==> src/rtl/elevator_pkg.sv <==
// elevator_pkg: shared constants for the elevator status machine slice.
//  - DEFAULT_N_FLOORS / DEFAULT_FLOOR_W : default request-vector and floor-index widths
//  - ST_UP / ST_DOWN / ST_OPEN / ST_CLOSE : bit positions inside the 4-bit car status word
//  - hall_clear_ok() : decides whether a hall call in one direction may be served
package elevator_pkg;

  localparam int DEFAULT_N_FLOORS = 8;
  localparam int DEFAULT_FLOOR_W  = 3;

  localparam int ST_UP    = 3;
  localparam int ST_DOWN  = 2;
  localparam int ST_OPEN  = 1;
  localparam int ST_CLOSE = 0;

  // A hall call is served when the car travels in that call's direction,
  // or when the car is idle (no direction bit set at all).
  function automatic logic hall_clear_ok(input logic own_dir, input logic other_dir);
    return own_dir | ~(own_dir | other_dir);
  endfunction

endpackage

==> src/rtl/debounce_edge.sv <==
// debounce_edge: 2-FF synchroniser, debounce counter, debounced level and rise pulse
// for one raw mechanical input.
//  clk   in  1  sampling clock
//  rst   in  1  asynchronous active-low reset
//  din   in  1  raw asynchronous input
//  level out 1  debounced level (registered)
//  rise  out 1  one-cycle pulse, registered, one cycle after level goes 0->1
module debounce_edge #(
  parameter int DEB_CYCLES = 4
) (
  input  logic clk,
  input  logic rst,
  input  logic din,
  output logic level,
  output logic rise
);

  localparam int CNT_W = $clog2(DEB_CYCLES + 1);

  logic             sync1_r;
  logic             sync2_r;
  logic [CNT_W-1:0] cnt_r;
  logic             deb_r;
  logic             deb_d_r;
  logic             rise_r;
  logic             differ_s;
  logic             accept_s;

  // The change is accepted on the DEB_CYCLES-th consecutive differing sample,
  // so no sample is lost between acceptance and the next count.
  always_comb begin
    differ_s = sync2_r ^ deb_r;
    if (differ_s && (cnt_r == CNT_W'(DEB_CYCLES - 1))) begin
      accept_s = 1'b1;
    end else begin
      accept_s = 1'b0;
    end
  end

  // Synchroniser, debounce counter, debounced level and registered rise detect.
  always_ff @(posedge clk or negedge rst) begin
    if (!rst) begin
      sync1_r <= 1'b0;
      sync2_r <= 1'b0;
      cnt_r   <= {CNT_W{1'b0}};
      deb_r   <= 1'b0;
      deb_d_r <= 1'b0;
      rise_r  <= 1'b0;
    end else begin
      sync1_r <= din;
      sync2_r <= sync1_r;
      if (accept_s) begin
        cnt_r <= {CNT_W{1'b0}};
        deb_r <= ~deb_r;
      end else if (differ_s) begin
        cnt_r <= cnt_r + CNT_W'(1);
        deb_r <= deb_r;
      end else begin
        cnt_r <= {CNT_W{1'b0}};
        deb_r <= deb_r;
      end
      deb_d_r <= deb_r;
      rise_r  <= deb_r & ~deb_d_r;
    end
  end

  assign level = deb_r;
  assign rise  = rise_r;

endmodule

==> src/rtl/call_request_latch.sv <==
// call_request_latch: debounces cabin switches and hall buttons, latches them as
// pending requests and clears each one when the car serves it.
// Optional build macro: CALL_CANCEL_EN (a cabin-mode re-press toggles the request off).
//  clk        in  1         scan-rate clock
//  rst        in  1         asynchronous active-low reset
//  sw         in  N_FLOORS  raw cabin/floor-select switches
//  btnc       in  1         raw mode select (0 cabin, 1 hall)
//  btnu/btnd  in  1         raw hall up / down buttons
//  floor      in  FLOOR_W   current car floor
//  status     in  4         car status [3]=up [2]=down [1]=open [0]=close
//  cabin_req / up_call / down_call  out N_FLOORS  latched requests
//  nextup / nextdown / pending      out 1         request above / below / anywhere
module call_request_latch
  import elevator_pkg::*;
#(
  parameter int N_FLOORS   = DEFAULT_N_FLOORS,
  parameter int FLOOR_W    = DEFAULT_FLOOR_W,
  parameter int DEB_CYCLES = 4
) (
  input  logic                clk,
  input  logic                rst,
  input  logic [N_FLOORS-1:0] sw,
  input  logic                btnc,
  input  logic                btnu,
  input  logic                btnd,
  input  logic [FLOOR_W-1:0]  floor,
  input  logic [3:0]          status,
  output logic [N_FLOORS-1:0] cabin_req,
  output logic [N_FLOORS-1:0] up_call,
  output logic [N_FLOORS-1:0] down_call,
  output logic                nextup,
  output logic                nextdown,
  output logic                pending
);

  // No hall-up call exists at the top floor, no hall-down call at the bottom.
  localparam logic [N_FLOORS-1:0] UP_MASK = {1'b0, {(N_FLOORS-1){1'b1}}};
  localparam logic [N_FLOORS-1:0] DN_MASK = {{(N_FLOORS-1){1'b1}}, 1'b0};

  logic [N_FLOORS-1:0] sw_lvl_s;
  logic [N_FLOORS-1:0] sw_rise_s;
  logic                mode_lvl_s;
  logic                mode_rise_s;
  logic                up_lvl_s;
  logic                up_rise_s;
  logic                dn_lvl_s;
  logic                dn_rise_s;
  logic                unused_s;

  logic [N_FLOORS-1:0] floor_hot_s;
  logic                floor_ok_s;
  logic [N_FLOORS-1:0] set_cab_s;
  logic [N_FLOORS-1:0] set_up_s;
  logic [N_FLOORS-1:0] set_dn_s;
  logic [N_FLOORS-1:0] clr_cab_s;
  logic [N_FLOORS-1:0] clr_up_s;
  logic [N_FLOORS-1:0] clr_dn_s;
  logic [N_FLOORS-1:0] cab_nxt_s;
  logic [N_FLOORS-1:0] up_nxt_s;
  logic [N_FLOORS-1:0] dn_nxt_s;
  logic [N_FLOORS-1:0] any_req_s;
  logic                above_s;
  logic                below_s;

  logic [N_FLOORS-1:0] cabin_req_r;
  logic [N_FLOORS-1:0] up_call_r;
  logic [N_FLOORS-1:0] down_call_r;

  for (genvar gi = 0; gi < N_FLOORS; gi++) begin : g_sw_deb
    debounce_edge #(.DEB_CYCLES(DEB_CYCLES)) u_sw_deb (
      .clk   (clk),
      .rst   (rst),
      .din   (sw[gi]),
      .level (sw_lvl_s[gi]),
      .rise  (sw_rise_s[gi])
    );
  end

  debounce_edge #(.DEB_CYCLES(DEB_CYCLES)) u_mode_deb (
    .clk (clk), .rst (rst), .din (btnc), .level (mode_lvl_s), .rise (mode_rise_s)
  );

  debounce_edge #(.DEB_CYCLES(DEB_CYCLES)) u_up_deb (
    .clk (clk), .rst (rst), .din (btnu), .level (up_lvl_s), .rise (up_rise_s)
  );

  debounce_edge #(.DEB_CYCLES(DEB_CYCLES)) u_dn_deb (
    .clk (clk), .rst (rst), .din (btnd), .level (dn_lvl_s), .rise (dn_rise_s)
  );

  // Only edges of the buttons and the mode level are meaningful here.
  assign unused_s = mode_rise_s ^ up_lvl_s ^ dn_lvl_s ^ status[ST_CLOSE];

  // One-hot decode of the car floor; an out-of-range floor decodes to nothing.
  always_comb begin
    floor_hot_s = {N_FLOORS{1'b0}};
    floor_ok_s  = 1'b0;
    for (int i = 0; i < N_FLOORS; i++) begin
      if (32'(floor) == i) begin
        floor_hot_s[i] = 1'b1;
        floor_ok_s     = 1'b1;
      end else begin
        floor_hot_s[i] = 1'b0;
      end
    end
  end

  // Request sets from debounced presses, service clears, and next-state merge (clear wins).
  always_comb begin
    if (mode_lvl_s) begin
      set_cab_s = {N_FLOORS{1'b0}};
    end else begin
      set_cab_s = sw_rise_s;
    end

    if (mode_lvl_s && up_rise_s) begin
      set_up_s = sw_lvl_s & UP_MASK;
    end else begin
      set_up_s = {N_FLOORS{1'b0}};
    end

    if (mode_lvl_s && dn_rise_s) begin
      set_dn_s = sw_lvl_s & DN_MASK;
    end else begin
      set_dn_s = {N_FLOORS{1'b0}};
    end

    if (status[ST_OPEN]) begin
      clr_cab_s = floor_hot_s;
    end else begin
      clr_cab_s = {N_FLOORS{1'b0}};
    end

    if (status[ST_OPEN] && hall_clear_ok(status[ST_UP], status[ST_DOWN])) begin
      clr_up_s = floor_hot_s;
    end else begin
      clr_up_s = {N_FLOORS{1'b0}};
    end

    if (status[ST_OPEN] && hall_clear_ok(status[ST_DOWN], status[ST_UP])) begin
      clr_dn_s = floor_hot_s;
    end else begin
      clr_dn_s = {N_FLOORS{1'b0}};
    end

`ifdef CALL_CANCEL_EN
    // A press on an already latched cabin request withdraws it.
    cab_nxt_s = (cabin_req_r ^ set_cab_s) & ~clr_cab_s;
`else
    cab_nxt_s = (cabin_req_r | set_cab_s) & ~clr_cab_s;
`endif
    up_nxt_s = (up_call_r   | set_up_s) & ~clr_up_s;
    dn_nxt_s = (down_call_r | set_dn_s) & ~clr_dn_s;
  end

  // Request registers.
  always_ff @(posedge clk or negedge rst) begin
    if (!rst) begin
      cabin_req_r <= {N_FLOORS{1'b0}};
      up_call_r   <= {N_FLOORS{1'b0}};
      down_call_r <= {N_FLOORS{1'b0}};
    end else begin
      cabin_req_r <= cab_nxt_s;
      up_call_r   <= up_nxt_s;
      down_call_r <= dn_nxt_s;
    end
  end

  // Direction look-ahead over all request kinds relative to the car floor.
  always_comb begin
    any_req_s = cabin_req_r | up_call_r | down_call_r;
    above_s   = 1'b0;
    below_s   = 1'b0;
    for (int i = 0; i < N_FLOORS; i++) begin
      if (32'(floor) < i) begin
        above_s = above_s | any_req_s[i];
      end else if (32'(floor) > i) begin
        below_s = below_s | any_req_s[i];
      end else begin
        above_s = above_s;
      end
    end
  end

  assign cabin_req = cabin_req_r;
  assign up_call   = up_call_r;
  assign down_call = down_call_r;
  assign nextup    = above_s & floor_ok_s;
  assign nextdown  = below_s & floor_ok_s;
  assign pending   = |any_req_s;

endmodule

==> config.mk <==
export PLATFORM = sky130hd
export DESIGN_NAME = call_request_latch
export DESIGN_NICKNAME = d
export VERILOG_FILES = /design/src/rtl/elevator_pkg.sv /design/src/rtl/debounce_edge.sv /design/src/rtl/call_request_latch.sv
export SDC_FILE = /design/constraint.sdc
export NUM_CORES = 1
export LEC_CHECK = 0
export ABC_CLOCK_PERIOD_IN_PS = 2400
export CORE_MARGIN = 5
export CORE_UTILIZATION = 55
export DETAILED_ROUTE_END_ITERATION = 7
export GPL_TIMING_DRIVEN = 0
export PLACE_DENSITY = 0.74
export SYNTH_ARGS = -nofsm -noshare
export SYNTH_HDL_FRONTEND = slang
export SYNTH_SLANG_ARGS = --single-unit
==> constraint.sdc <==
create_clock -name clk -period 2.4 [get_ports clk]
set_input_delay 0.72 -clock clk [delete_from_list [all_inputs] [get_ports clk]]
set_output_delay 0.72 -clock clk [all_outputs]
set_load 0.05 [all_outputs]
==> run_summary.xml <==
<?xml version="1.0" encoding="UTF-8"?>
<metrics>
  <group name="run_status">
    <metric name="outcome" unit="">finished with violations</metric>
    <metric name="violated_checks" unit="">setup timing</metric>
  </group>
  <group name="power">
    <metric name="power_leakage" unit="uW">0.00242</metric>
    <metric name="clockPowerShare" unit="%">16.9</metric>
    <metric name="power.share.combinational" unit="%">36.1</metric>
    <metric name="intPower" unit="uW">3900</metric>
    <metric name="total_power" unit="uW">6310</metric>
    <metric name="swShare" unit="%">38.3</metric>
    <metric name="power_frac_seq" unit="%">47.0</metric>
    <metric name="switchingPower" unit="uW">2420</metric>
    <metric name="power-per-cell-area" unit="nW/um^2">1250</metric>
    <metric name="vdd_drop_max" unit="mV">0.894</metric>
  </group>
  <group name="logic_synthesis">
    <metric name="synth_ff_type" unit="">sky130_fd_sc_hd__dfrtp_1</metric>
    <metric name="post-synth-top-area-fraction" unit="%">66.2</metric>
    <metric name="synth.yosys.warnings" unit="">0</metric>
    <metric name="number_of_synthesized_register_bits" unit="">110</metric>
    <metric name="synthesis.nets" unit="">369</metric>
    <metric name="async_flop_share" unit="%">100</metric>
    <metric name="synth_sequential_area_ratio" unit="%">66.2</metric>
    <metric name="synthesis.instances" unit="">327</metric>
    <metric name="synth_enable_flop_cells" unit="">0</metric>
    <metric name="count_of_distinct_cell_types_in_the_synthesized_netlist" unit="">33</metric>
    <metric name="netlist_top_cells_area" unit="">sky130_fd_sc_hd__dfrtp_1, sky130_fd_sc_hd__ha_1, sky130_fd_sc_hd__a21oi_1</metric>
    <metric name="synth_area_leader_cell" unit="">sky130_fd_sc_hd__dfrtp_1</metric>
    <metric name="mappedNetlistArea" unit="um^2">4160</metric>
    <metric name="synth.avg_cell_area" unit="um^2">12.7</metric>
  </group>
  <group name="critical_path">
    <metric name="critPathArrivalTime" unit="ns">1.99</metric>
    <metric name="element_type_at_the_critical_path_end" unit="">output port</metric>
    <metric name="reg2reg_to" unit="">down_call[4]</metric>
    <metric name="r2r.worst_path.cells" unit="">4</metric>
    <metric name="criticalPathCategory" unit="">reg -&gt; out</metric>
    <metric name="worst-r2r-setup-slack" unit="ns">1.11</metric>
    <metric name="crit_required" unit="ns">1.68</metric>
    <metric name="timing.critical_path.from_type" unit="">register</metric>
    <metric name="rr_startpoint" unit="">u_mode_deb.level</metric>
    <metric name="worstPathMaxFanout" unit="">3</metric>
  </group>
  <group name="floorplanning">
    <metric name="design.portCount" unit="">47</metric>
    <metric name="chipWidth" unit="um">97.0</metric>
    <metric name="initial_core_util" unit="%">57.1</metric>
    <metric name="placementRows" unit="">31</metric>
    <metric name="floorplan.die.height" unit="um">97.0</metric>
    <metric name="dieArea" unit="um^2">9400</metric>
    <metric name="floorplan.core_area" unit="um^2">7290</metric>
  </group>
  <group name="route">
    <metric name="drc" unit="">0</metric>
    <metric name="antenna_violating_nets_post_route" unit="">0</metric>
    <metric name="vias" unit="">2560</metric>
    <metric name="detailedRoute.firstPassIterationCount" unit="">4</metric>
    <metric name="via_per_inst" unit="">5.18</metric>
    <metric name="drt-total-wl" unit="mm">7.34</metric>
    <metric name="routed_wire_length_per_instance" unit="um">14.9</metric>
    <metric name="drt_first_iter_violations" unit="">119</metric>
  </group>
  <group name="min_path">
    <metric name="hp-class" unit="">in -&gt; async</metric>
  </group>
  <group name="place">
    <metric name="placedInstanceArea" unit="um^2">4740</metric>
    <metric name="place_ws" unit="ns">-1.04</metric>
    <metric name="detailedPlacementHpwl" unit="mm">4.99</metric>
    <metric name="place.gp.congestion" unit="">0.865</metric>
    <metric name="placement.io_buffers" unit="">43</metric>
  </group>
  <group name="sta">
    <metric name="achievable-frequency" unit="GHz">0.369</metric>
    <metric name="period_minus_slack" unit="ns">2.71</metric>
    <metric name="setup_viol_count_final" unit="">3</metric>
    <metric name="max_slew.worst_pin.slew" unit="ns">0.791</metric>
    <metric name="slew_headroom" unit="%">47.2</metric>
    <metric name="holdWs" unit="ns">0.351</metric>
    <metric name="final-max-slew-violation-count" unit="">0</metric>
    <metric name="fin_skew" unit="ns">0.00566</metric>
    <metric name="period_share" unit="%">113</metric>
    <metric name="timing.final.ws_setup" unit="ns">-0.307</metric>
    <metric name="rsz0062_at_grt" unit="">true</metric>
    <metric name="final_number_of_hold_violating_endpoints" unit="">0</metric>
  </group>
  <group name="final_layout">
    <metric name="final_layout_size_suffix_gt1_share" unit="%">12.4</metric>
    <metric name="finalNetCount" unit="">433</metric>
    <metric name="final_design_area_excluding_fillers" unit="um^2">5070</metric>
    <metric name="flow.area_growth_from_synthesis" unit="%">21.8</metric>
    <metric name="mostFrequentLayoutCells" unit="">sky130_fd_sc_hd__dfrtp_1, sky130_fd_sc_hd__a21oi_1, sky130_fd_sc_hd__nor2_1</metric>
    <metric name="insertedDiodeCount" unit="">0</metric>
    <metric name="most_common_library_cell_in_the_layout_ignoring_fill_and_taps" unit="">sky130_fd_sc_hd__dfrtp_1</metric>
    <metric name="layout.core_utilization" unit="%">69.5</metric>
  </group>
  <group name="global_routing">
    <metric name="grt_max_degree" unit="">70</metric>
    <metric name="grt_antenna_before_repair" unit="">0</metric>
    <metric name="global_route.usage.total" unit="%">16.5</metric>
    <metric name="grt_first_pass_wirelength" unit="mm">12.5</metric>
    <metric name="via_count_of_the_first_global_routing_pass" unit="">2627</metric>
    <metric name="gr-total-overflow" unit="">0</metric>
  </group>
  <group name="clock_network">
    <metric name="clock_tree.buffer_depth" unit="">2</metric>
    <metric name="clockRootBuffer" unit="">sky130_fd_sc_hd__clkbuf_8</metric>
    <metric name="count_of_h_tree_levels_built_during_cts" unit="">3</metric>
    <metric name="tritoncts" unit="">built</metric>
    <metric name="worstSkewPairLatency" unit="ns">0.34</metric>
    <metric name="clkSlewWorstSetupHoldPaths" unit="ns">0.09</metric>
    <metric name="clock_sinks" unit="">110</metric>
    <metric name="cts_inserted_buffers" unit="">9</metric>
  </group>
  <group name="job">
    <metric name="cap_violations" unit="">0</metric>
  </group>
</metrics>
[synth_stat cells, drive strengths merged (2+ instances only)]
library cell,number
a21boi,3
a21oi,40
a31oi,6
and2,2
buf,4
clkbuf,2
dfrtp,110
ha,22
inv,25
mux2,10
nand2,8
nand2b,12
nor2,39
nor2b,11
nor3,6
nor4,2
o31ai,2
or3,3
xor2,11
[worst max-delay path by stage]
stage / start / end / slack [ns] / depth (start not counted)
floorplan: down_call[1] / pending / -0.02 / 3
CTS: down_call[5] / nextup / -0.29 / 5
global route: up_call[1] / nextdown / -0.36 / 5
global placement: rst / down_call[5] / -3.78 / 1
detailed placement: floor[2] / nextup / -1.04 / 6
finish: up_call[1] / nextdown / -0.31 / 5
[flip-flops by register name, indices dropped and copies added, names as in the netlist, 3 cells and up]
| register | flops |
|---|---|
| cabin_req | 8 |
| u_mode_deb.cnt_r | 3 |
| down_call | 8 |
| g_sw_deb.u_sw_deb.level | 8 |
| u_up_deb.cnt_r | 3 |
| g_sw_deb.u_sw_deb.sync1_r | 8 |
| up_call | 8 |
| g_sw_deb.u_sw_deb.cnt_r | 24 |
| u_dn_deb.cnt_r | 3 |
| g_sw_deb.u_sw_deb.rise | 8 |
| g_sw_deb.u_sw_deb.sync2_r | 8 |
| g_sw_deb.u_sw_deb.deb_d_r | 8 |
[cell families (layout without fill, tap and decap cells)]
family,after synthesis,in the layout,synth area share (%)
xor gates and xnor gates,11,11,2.32
buffers and inverters,31,99,2.92
muxes,10,10,2.71
DFF,110,110,66.2
adders and majority gates,22,22,6.62
and+or+nand+nor,85,85,11.2
AOI/OAI and AO/OA,58,58,8.06
[area by class of cell]
cell class,instances,area (um^2)
multi-input combinational,186,1320
clock buffer,11,141
tap,99,124
buffer,6,40.0
inverter,25,93.8
sequential,110,2750
clock inverter,4,47.5
timing repair buffer,53,551
fill,563,2220
[power groups by stage]
stage                     sequential, uW  clock, uW  combinational [uW]
after floorplan                     3510          0                 909
after global routing                3050       1180                2520
after CTS                           2960       1100                2280
final                               2970       1060                2280
after detailed placement            3010          0                2180
after global placement              2980          0                2110
[critical path, cell delays in order, from the launching register on]
cell,delay [ns]
sky130_fd_sc_hd__dfrtp_1,0.40
sky130_fd_sc_hd__or3_4,0.44
sky130_fd_sc_hd__nor4_4,0.28
sky130_fd_sc_hd__nor3_2,0.06
sky130_fd_sc_hd__a211o_2,0.30
sky130_fd_sc_hd__buf_8,0.16
[per-stage QoR]
stage	setup TNS, ns	instances
6_report	-0.818	494
3_5_place_dp	-2.31	470
3_3_place_gp	-375.76	469
4_1_cts	-0.766	491
5_1_grt	-0.978	494
2_1_floorplan	-0.0173	327
[metal layers]
layer	wire [um]	share of wire, %	global-route usage, %	vias up
met1	3360	46	21.7	1284
met2	3550	48	26.2	56
met3	303	4.1	3.96	11
met4	121	1.6	6.80	0
li1	-	-	-	1209
met5	0	0	0	-
[what timing repair did]
item                                    in CTS  in global routing
hold buffers                                 0                  0
endpoints found under the setup margin       3                 11
pin swaps                                    6                  7
gates resized for setup                     31                 11
hold endpoints to repair                     0                  0
gates cloned                                 0                  0
buffers inserted                             6                  3
No activity file was read; power rests on OpenSTA's default activity.
